--- config.mk ---
export PLATFORM = sky130hd
export DESIGN_NAME = register_file_sb_flat
export DESIGN_NICKNAME = d
export VERILOG_FILES = /design/src/rtl/register_file_sb_if.sv /design/src/rtl/register_file_sb.sv /design/src/flat_wrapper.sv
export SDC_FILE = /design/constraint.sdc
export NUM_CORES = 2
export LEC_CHECK = 0
export CORE_MARGIN = 10
export CORE_UTILIZATION = 50
export DETAILED_ROUTE_END_ITERATION = 8
export PLACE_DENSITY = 0.71
export SLEW_MARGIN = 5
export SYNTH_ARGS = -nofsm -noshare
export SYNTH_HDL_FRONTEND = slang
export SYNTH_SLANG_ARGS = --single-unit
--- constraint.sdc ---
create_clock -name clk -period 3.06 [get_ports clk]
set_clock_uncertainty 0.1 [all_clocks]
set_input_delay 0.612 -clock clk [delete_from_list [all_inputs] [get_ports clk]]
set_output_delay 0.612 -clock clk [all_outputs]
set_load 0.01 [all_outputs]
--- src/rtl/register_file_sb_if.sv ---
// rtl/register_file_sb_if.sv - Register file write, allocate and read bus
interface register_file_sb_if #(
    parameter int XLEN = 32,
    parameter int AW   = 5,
    parameter int NRD  = 2
);
    logic [XLEN-1:0]     regIn_in;
    logic [AW-1:0]       regInAddr_in;
    logic                regInWE_in;
    logic                allocWE_in;
    logic [AW-1:0]       allocAddr_in;
    logic [NRD*AW-1:0]   regOutAddr_in;
    logic [NRD*XLEN-1:0] regOut_out;
    logic [NRD-1:0]      regBusy_out;
    logic [AW:0]         busyCnt_out;

    modport master (
        output regIn_in, regInAddr_in, regInWE_in, allocWE_in, allocAddr_in, regOutAddr_in,
        input  regOut_out, regBusy_out, busyCnt_out
    );

    modport slave (
        input  regIn_in, regInAddr_in, regInWE_in, allocWE_in, allocAddr_in, regOutAddr_in,
        output regOut_out, regBusy_out, busyCnt_out
    );
endinterface

--- src/rtl/register_file_sb.sv ---
// rtl/register_file_sb.sv - Parametrised register file with busy scoreboard (option: REGFILE_BYPASS_EN)
module register_file_sb #(
    parameter int XLEN     = 32,
    parameter int AW       = 5,
    parameter int NRD      = 2,
    parameter int ZERO_REG = 1
) (
    input logic               clk,
    input logic               rst,
    register_file_sb_if.slave bus
);
    localparam int          NREG    = 1 << AW;
    localparam bit          ZR      = (ZERO_REG != 0);
    localparam logic [AW:0] CNT_ONE = 1;

    logic [XLEN-1:0]     regs [NREG];
    logic [NREG-1:0]     busy;
    logic [AW:0]         busyCnt;
    logic [AW:0]         busyCntNext;
    logic                wrEff;
    logic                allocEff;
    logic                clrEff;
    logic                cntInc;
    logic                cntDec;
    logic [NRD*XLEN-1:0] rdData;
    logic [NRD-1:0]      rdBusy;

    // Qualify strobes (register 0 is inert when hardwired) and derive the count step
    always_comb begin
        wrEff       = bus.regInWE_in && !(ZR && bus.regInAddr_in == '0);
        allocEff    = bus.allocWE_in && !(ZR && bus.allocAddr_in == '0);
        // A same-address alloc supersedes the retiring producer, so no clear
        clrEff      = wrEff && !(allocEff && bus.allocAddr_in == bus.regInAddr_in);
        cntInc      = allocEff && !busy[bus.allocAddr_in];
        cntDec      = clrEff && busy[bus.regInAddr_in];
        busyCntNext = busyCnt;
        if (cntInc && !cntDec) begin
            busyCntNext = busyCnt + CNT_ONE;
        end else if (cntDec && !cntInc) begin
            busyCntNext = busyCnt - CNT_ONE;
        end
    end

    // Data array: asynchronous clear, single write port
    always_ff @(posedge clk or negedge rst) begin
        if (!rst) begin
            for (int r = 0; r < NREG; r++) begin
                regs[r] <= '0;
            end
        end else if (wrEff) begin
            regs[bus.regInAddr_in] <= bus.regIn_in;
        end
    end

    // Busy bits and incrementally maintained popcount
    always_ff @(posedge clk or negedge rst) begin
        if (!rst) begin
            busy    <= '0;
            busyCnt <= '0;
        end else begin
            if (clrEff) begin
                busy[bus.regInAddr_in] <= 1'b0;
            end
            if (allocEff) begin
                busy[bus.allocAddr_in] <= 1'b1;
            end
            busyCnt <= busyCntNext;
        end
    end

    // Independent combinational read ports with optional write-port bypass
    always_comb begin
        logic [AW-1:0] a;
        logic          hitZero;
        logic          hitWr;
        a       = '0;
        hitZero = 1'b0;
        hitWr   = 1'b0;
        rdData  = '0;
        rdBusy  = '0;
        for (int i = 0; i < NRD; i++) begin
            a       = bus.regOutAddr_in[i*AW +: AW];
            hitZero = ZR && (a == '0);
            hitWr   = 1'b0;
`ifdef REGFILE_BYPASS_EN
            hitWr   = bus.regInWE_in && (bus.regInAddr_in == a) && !hitZero;
`endif
            if (hitZero) begin
                rdData[i*XLEN +: XLEN] = '0;
                rdBusy[i]              = 1'b0;
            end else if (hitWr) begin
                // Retiring write hides the hazard unless decode re-allocates now
                rdData[i*XLEN +: XLEN] = bus.regIn_in;
                rdBusy[i]              = (bus.allocWE_in && bus.allocAddr_in == a) ? busy[a] : 1'b0;
            end else begin
                rdData[i*XLEN +: XLEN] = regs[a];
                rdBusy[i]              = busy[a];
            end
        end
    end

    assign bus.regOut_out  = rdData;
    assign bus.regBusy_out = rdBusy;
    assign bus.busyCnt_out = busyCnt;
endmodule

--- src/flat_wrapper.sv ---
// flat-port wrapper written by rule: the top's interface ports become plain ports
module register_file_sb_flat 
#(
    parameter int XLEN     = 32,
    parameter int AW       = 5,
    parameter int NRD      = 2,
    parameter int ZERO_REG = 1
)
  (clk, rst, bus_regIn_in, bus_regInAddr_in, bus_regInWE_in, bus_allocWE_in, bus_allocAddr_in, bus_regOutAddr_in, bus_regOut_out, bus_regBusy_out, bus_busyCnt_out);
  register_file_sb_if #(.XLEN(XLEN), .AW(AW), .NRD(NRD)) bus_i ();
  input logic clk;
  input logic rst;
  input wire logic [$bits(bus_i.regIn_in)-1:0] bus_regIn_in;
  input wire logic [$bits(bus_i.regInAddr_in)-1:0] bus_regInAddr_in;
  input wire logic [$bits(bus_i.regInWE_in)-1:0] bus_regInWE_in;
  input wire logic [$bits(bus_i.allocWE_in)-1:0] bus_allocWE_in;
  input wire logic [$bits(bus_i.allocAddr_in)-1:0] bus_allocAddr_in;
  input wire logic [$bits(bus_i.regOutAddr_in)-1:0] bus_regOutAddr_in;
  output wire logic [$bits(bus_i.regOut_out)-1:0] bus_regOut_out;
  output wire logic [$bits(bus_i.regBusy_out)-1:0] bus_regBusy_out;
  output wire logic [$bits(bus_i.busyCnt_out)-1:0] bus_busyCnt_out;
  assign bus_i.regIn_in = bus_regIn_in;
  assign bus_i.regInAddr_in = bus_regInAddr_in;
  assign bus_i.regInWE_in = bus_regInWE_in;
  assign bus_i.allocWE_in = bus_allocWE_in;
  assign bus_i.allocAddr_in = bus_allocAddr_in;
  assign bus_i.regOutAddr_in = bus_regOutAddr_in;
  assign bus_regOut_out = bus_i.regOut_out;
  assign bus_regBusy_out = bus_i.regBusy_out;
  assign bus_busyCnt_out = bus_i.busyCnt_out;
  register_file_sb #(.XLEN(XLEN), .AW(AW), .NRD(NRD), .ZERO_REG(ZERO_REG)) u_core (.clk(clk), .rst(rst), .bus(bus_i));
endmodule
[Word level (Yosys, flattened, before mapping)]
Cells that the tools add are included.
Widths: inputs -> output; s select.
Storage, ports and cells
  register bits after elaboration: 1062
  bits of input ports: 56
  output and inout bits: 72
  word-level logic and storage cells: 104
Cells by class
  add/subtract/negate cells: 2
  magnitude comparators: 10
  eq/ne operators: 1
  multiplexer cells: 29
  bitwise gates (word level): 6
  reductions and logical operators: 22
Operator list (count)
  $bwmux 1024: 1
  $bmux 32 s5: 2
  $mux 32: 9
  $demux 32 s5: 1
  $and 32x32->32: 1
  $not 32->32: 1
  $or 32x32->32: 1
  $lt 5x6->1 const B: 4
  $bmux 1 s5: 4
  $logic_not 5->1: 4
  $ge 6x6->1 const B: 3
  $not 5->6: 3
  $mux 6: 2
  $logic_and 1x1->1: 11
  $demux 1 s5: 2
  $ge 5x1->1 const B: 2
  $mux 1: 8
  $add 6x1->6 const B: 1
  $logic_not 1->1: 6
  $lt 6x1->1 const B: 1
  $sub 6x1->6 const B: 1
  $eq 5x5->1: 1
  $reduce_bool 2->1: 1

[Depth between registers and ports, before layout]
  depth in word-level cells: 10
  mapped depth: 13
  mapped depth without buffers: 11

[Worst setup path after synthesis]
No wires, ideal clock.
  path type: input to register
  start point: input bus_allocAddr_in[0]
  end point: register u_core.busyCnt[5] (netlist: u_core.bus.busyCnt_out[5])
  library setup time: 0.143 ns
  arrival: 3.591 ns
  required time: 2.817 ns
  slack: -0.774 ns
  cell stages on the path: 13
  buffers on the path: 2
  cell sequence: buf_2 clkbuf_1 mux4_2 nand2_1 nand2_1 a221oi_1 ha_1 inv_1 ha_1 or4_1 o311a_1 o311ai_0 xor2_1
On the way
  longest elaborated chain between the ends: 10
  elaborated cells between the ends (all ways): 18
  classes of those cells: 1 x eq/ne; 3 x mux; 14 x reduce/logical
Ends and longest elaborated chain
  from (decl): RTL line flat_wrapper.sv:17  | input wire logic [$bits(bus_i.allocAddr_in)-1:0] bus_allocAddr_in;
  parallel branches: the longest is 10 deep, another holds $bmux 1 s5
  to (signal assigned): RTL line register_file_sb.sv:67  | busyCnt <= busyCntNext;
  to (decl): RTL line register_file_sb.sv:18  | logic [AW:0] busyCnt;
Several ways; the timed one is not identified. The select of a mux whose other input is x is not followed.
A chain may end at the register's enable or synchronous reset.

[Worst setup path after layout]
  start point: register u_core.regs[175] (netlist bit)
  end point: output bus_regOut_out[47]
On the way
  longest elaborated chain between the ends: 4
Ends and longest elaborated chain
  from (decl): RTL line register_file_sb.sv:16  | logic [XLEN-1:0] regs [NREG];
  from (signal, indexed assignment): RTL line register_file_sb.sv:51  | regs[bus.regInAddr_in] <= bus.regIn_in;
  $bmux 32 s5: RTL line register_file_sb.sv:96  | rdData[i*XLEN +: XLEN] = regs[a];
  $mux 32 (implied by the code) (2 in series): RTL line register_file_sb.sv:96
  $mux 32: RTL line register_file_sb.sv:88  | if (hitZero) begin
  to (decl): RTL line flat_wrapper.sv:19  | output wire logic [$bits(bus_i.regOut_out)-1:0] bus_regOut_out;
No other way between the ends. The select of a mux whose other input is x is not followed.

==> impl_metrics.toml <==
[cts]
cts_buffers = 113
htree_levels = 3
clock-sinks = 1062
root_buffer = "clkbuf_16"
clock_latency_ns = 0.71
cts.clk_slew.worst_paths_ns = 0.06
tritoncts = "done"
cts_max_path_buffers = 3

[finish]
final_cell_mix = "dfrtp_1, mux2_2, mux4_2, buf_4, mux2_1"
final_cells = 5703
fin_nets = 4168
drive_gt1_share_pct = 57.9
syn_to_final_growth_pct = 24.6
final_common_cell = "dfrtp_1"

[synth]
syn_nets = 3729
ys.flop_type = "dfrtp_1"
synth_area_per_cell_um2 = 15.5
ys_seq_area_share_pct = 46.7
syn-instance-count = 3667
ys_ff_latch = 1062
syn_area_um2 = 57000
ys_warn_count = 0
synth_edf_count = 0
synthArstFlopShare_pct = 100
synthDistinctLibCells = 59

[sta]
hold_viol = 0
fmax_mhz = 308
tns_ns = -5.12
setup_viol = 61
rsz0062_at_grt = "true"
relSlewSlack_pct = 29.8
post-route-period-util_pct = 106
setup_ws_ns = -0.192
min_period_ns = 3.25
holdWs_ns = 0.275
worstMarginPinSlew_ns = 1.05
finalMaxSlewViolations = 0

[place]
dp_hpwl_mm = 113
placed_cells = 5324
port-buffer-count = 127
gp_congestion = 0.878

[power]
p_comb_share_pct = 24.4
power_frac_seq_pct = 42.3
power.share.clock_pct = 33.3
total_power_mw = 44.5
p_leak_nw = 31.2
ir_drop_mv = 0.495
p_per_area_nw_per_um2 = 627
p_int_mw = 32.1
power.net_switching_mw = 12.4
p_sw_share_pct = 27.8

[critical_path]
reg2reg_to = "u_core.bus.busyCnt_out[5]"
cp.arrival_ns = 2.54
endpoint_kind = "output port"
critPathMaxFanout = 2
critPathKind = "flop to output port"
rr_worst_depth = 12
startpoint_type = "flop"
required_ns = 2.35
reg2reg_from = "u_core.busy[26]"
rrSetupSlack_ns = -0.02

[min_path]
min_path_type = "flop to flop"
whs_endpoint = "u_core.regs[1012]"
min_from = "u_core.regs[1012]"
hold_depth = 0

[global_routing]
antenna_found_initial = 5
grt_usage_pct = 28.1
grt_pass1_wl_mm = 269
grt_max_degree = 101
grt_overflow = 0
grt_pass1_vias = 39800

[status]
outcome = "finished, violations left"
failed_checks = "negative setup slack"

[floorplan]
ios = 128
die_area_um2 = 128000
coreArea_um2 = 113000
placementRows = 123
initial_utilization_pct = 50.5
die_y_um = 358
die_w_um = 358

[detailed_routing]
ant_nets = 0
drc_errors = 0
drt_first_pass_iters = 7
drt_iter0_markers = 3804
vias_per_cell = 6.77
drt_wl_total_mm = 182
wl_per_cell_um = 31.9
vias = 38600

[job]
cap_violations = 0
[cell families after synthesis]
kind of cell             Yosys count  synth area share, %
multiplexers                    1695                 44.3
adder cells (fa/ha/maj)            6                0.145
AND/OR/NAND/NOR                  110                 1.04
buffers and inverters            488                 4.00
AO/OA/AOI/OAI                    298                 3.75
flip-flops                      1062                 46.7
XOR/XNOR                           8                0.123
[through the flow]
stage	utilization, %	setup slack [ns]	cell area, µm²
after floorplan	-	-0.124	57100
after global placement	56.4	-0.963	63600
after detailed placement	56.4	-0.953	63600
after CTS	62.2	-0.206	70200
after global routing	62.9	-0.237	71000
final	62.9	-0.192	71000
[power groups by stage]
| stage | combinational (mW) | sequential, mW | clock [mW] |
|---|---|---|---|
| floorplan | 6.74 | 18.3 | 0 |
| detailed placement | 9.56 | 19.0 | 0 |
| finish | 10.8 | 18.8 | 14.8 |
| global route | 11.5 | 19.1 | 15.6 |
| CTS | 10.4 | 18.7 | 15.0 |
| global placement | 9.34 | 18.8 | 0 |
[flip-flops by register name (all words and copies together), names as in the netlist]
name / flops
u_core.regs: 1024
u_core.busy: 32
u_core.bus.busyCnt_out: 6
[cell usage after synthesis, types with 4 or more instances]
cell      count  area (µm²)
buf_4        33         248
ha_1          5        62.6
or3_1         5        31.3
inv_1        42         158
mux2i_1      95         951
a211oi_1     26         195
a22o_1       22         193
nand2b_1      9        56.3
a21oi_1      61         305
o32ai_1       4        35.0
buf_1        10        37.5
nor3b_1       4        30.0
mux4_2      556       12500
nand3_1       7        35.0
nand2_1      28         105
o221ai_1     41         359
nor2b_1       7        43.8
a21o_1       15         113
clkinv_1      7        26.3
nand3b_1      9        67.6
o22ai_1      52         325
nor2_1       21        78.8
a32o_1        4        40.0
buf_2       163         816
mux2_1      279        3140
dfrtp_1    1062       26600
xnor2_1       6        52.6
mux2_2      765        8610
a221oi_1     42         368
buf_6        16         180
clkbuf_1    217         815
o21ai_0      17        85.1
[worst max-delay path, cell delays in order (launching register included)]
cell and delay [ns]:
dfrtp_1 0.38, buf_4 0.14, mux4_2 0.45, mux4_2 0.50, inv_2 0.10, a221oi_4 0.09
buf_2 0.17
[worst max path at each step]
| stage | start | slack [ns] | end |
|---|---|---|---|
| 2_1_floorplan | bus_allocAddr_in[0] | -0.12 | u_core.bus.busyCnt_out[5] |
| 3_3_place_gp | bus_regOutAddr_in[4] | -0.96 | bus_regOut_out[4] |
| 3_5_place_dp | bus_regOutAddr_in[4] | -0.95 | bus_regOut_out[31] |
| 4_1_cts | u_core.regs[47] | -0.21 | bus_regOut_out[47] |
| 5_1_grt | u_core.regs[47] | -0.24 | bus_regOut_out[47] |
| 6_report | u_core.regs[175] | -0.19 | bus_regOut_out[47] |
[layout make-up]
class / count / area [µm²]
Sequential cell: 1062 / 26600
Clock inverter: 51 / 709
Antenna cell: 1 / 2.50
Timing Repair Buffer: 763 / 8680
Inverter: 49 / 205
Multi-Input combinational cell: 2117 / 29600
Clock buffer: 160 / 3320
Fill cell: 7961 / 41800
Tap cell: 1500 / 1880
[metal layers]
layer | track usage [%] | up-vias | wire (µm) | part of all wire (%)
met2 | 43.1 | 2129 | 84400 | 46
met5 | 0 | - | 52 | 0.029
met1 | 39.0 | 20800 | 72500 | 40
met3 | 6.04 | 443 | 16900 | 9.3
met4 | 11.7 | 8 | 7890 | 4.3
li1 | - | 15300 | - | -
[repair_timing]
| item | 4_1_cts | 5_1_grt |
|---|---|---|
| endpoints found under the setup margin | 69 | 70 |
| hold buffers | 1 | 0 |
| pin swaps | 35 | 38 |
| gates cloned | 16 | 7 |
| endpoints found under the hold margin | 28 | 0 |
| setup buffers | 135 | 36 |
| gates resized for setup | 582 | 106 |
Note: power is estimated with default switching activity, not from simulation.
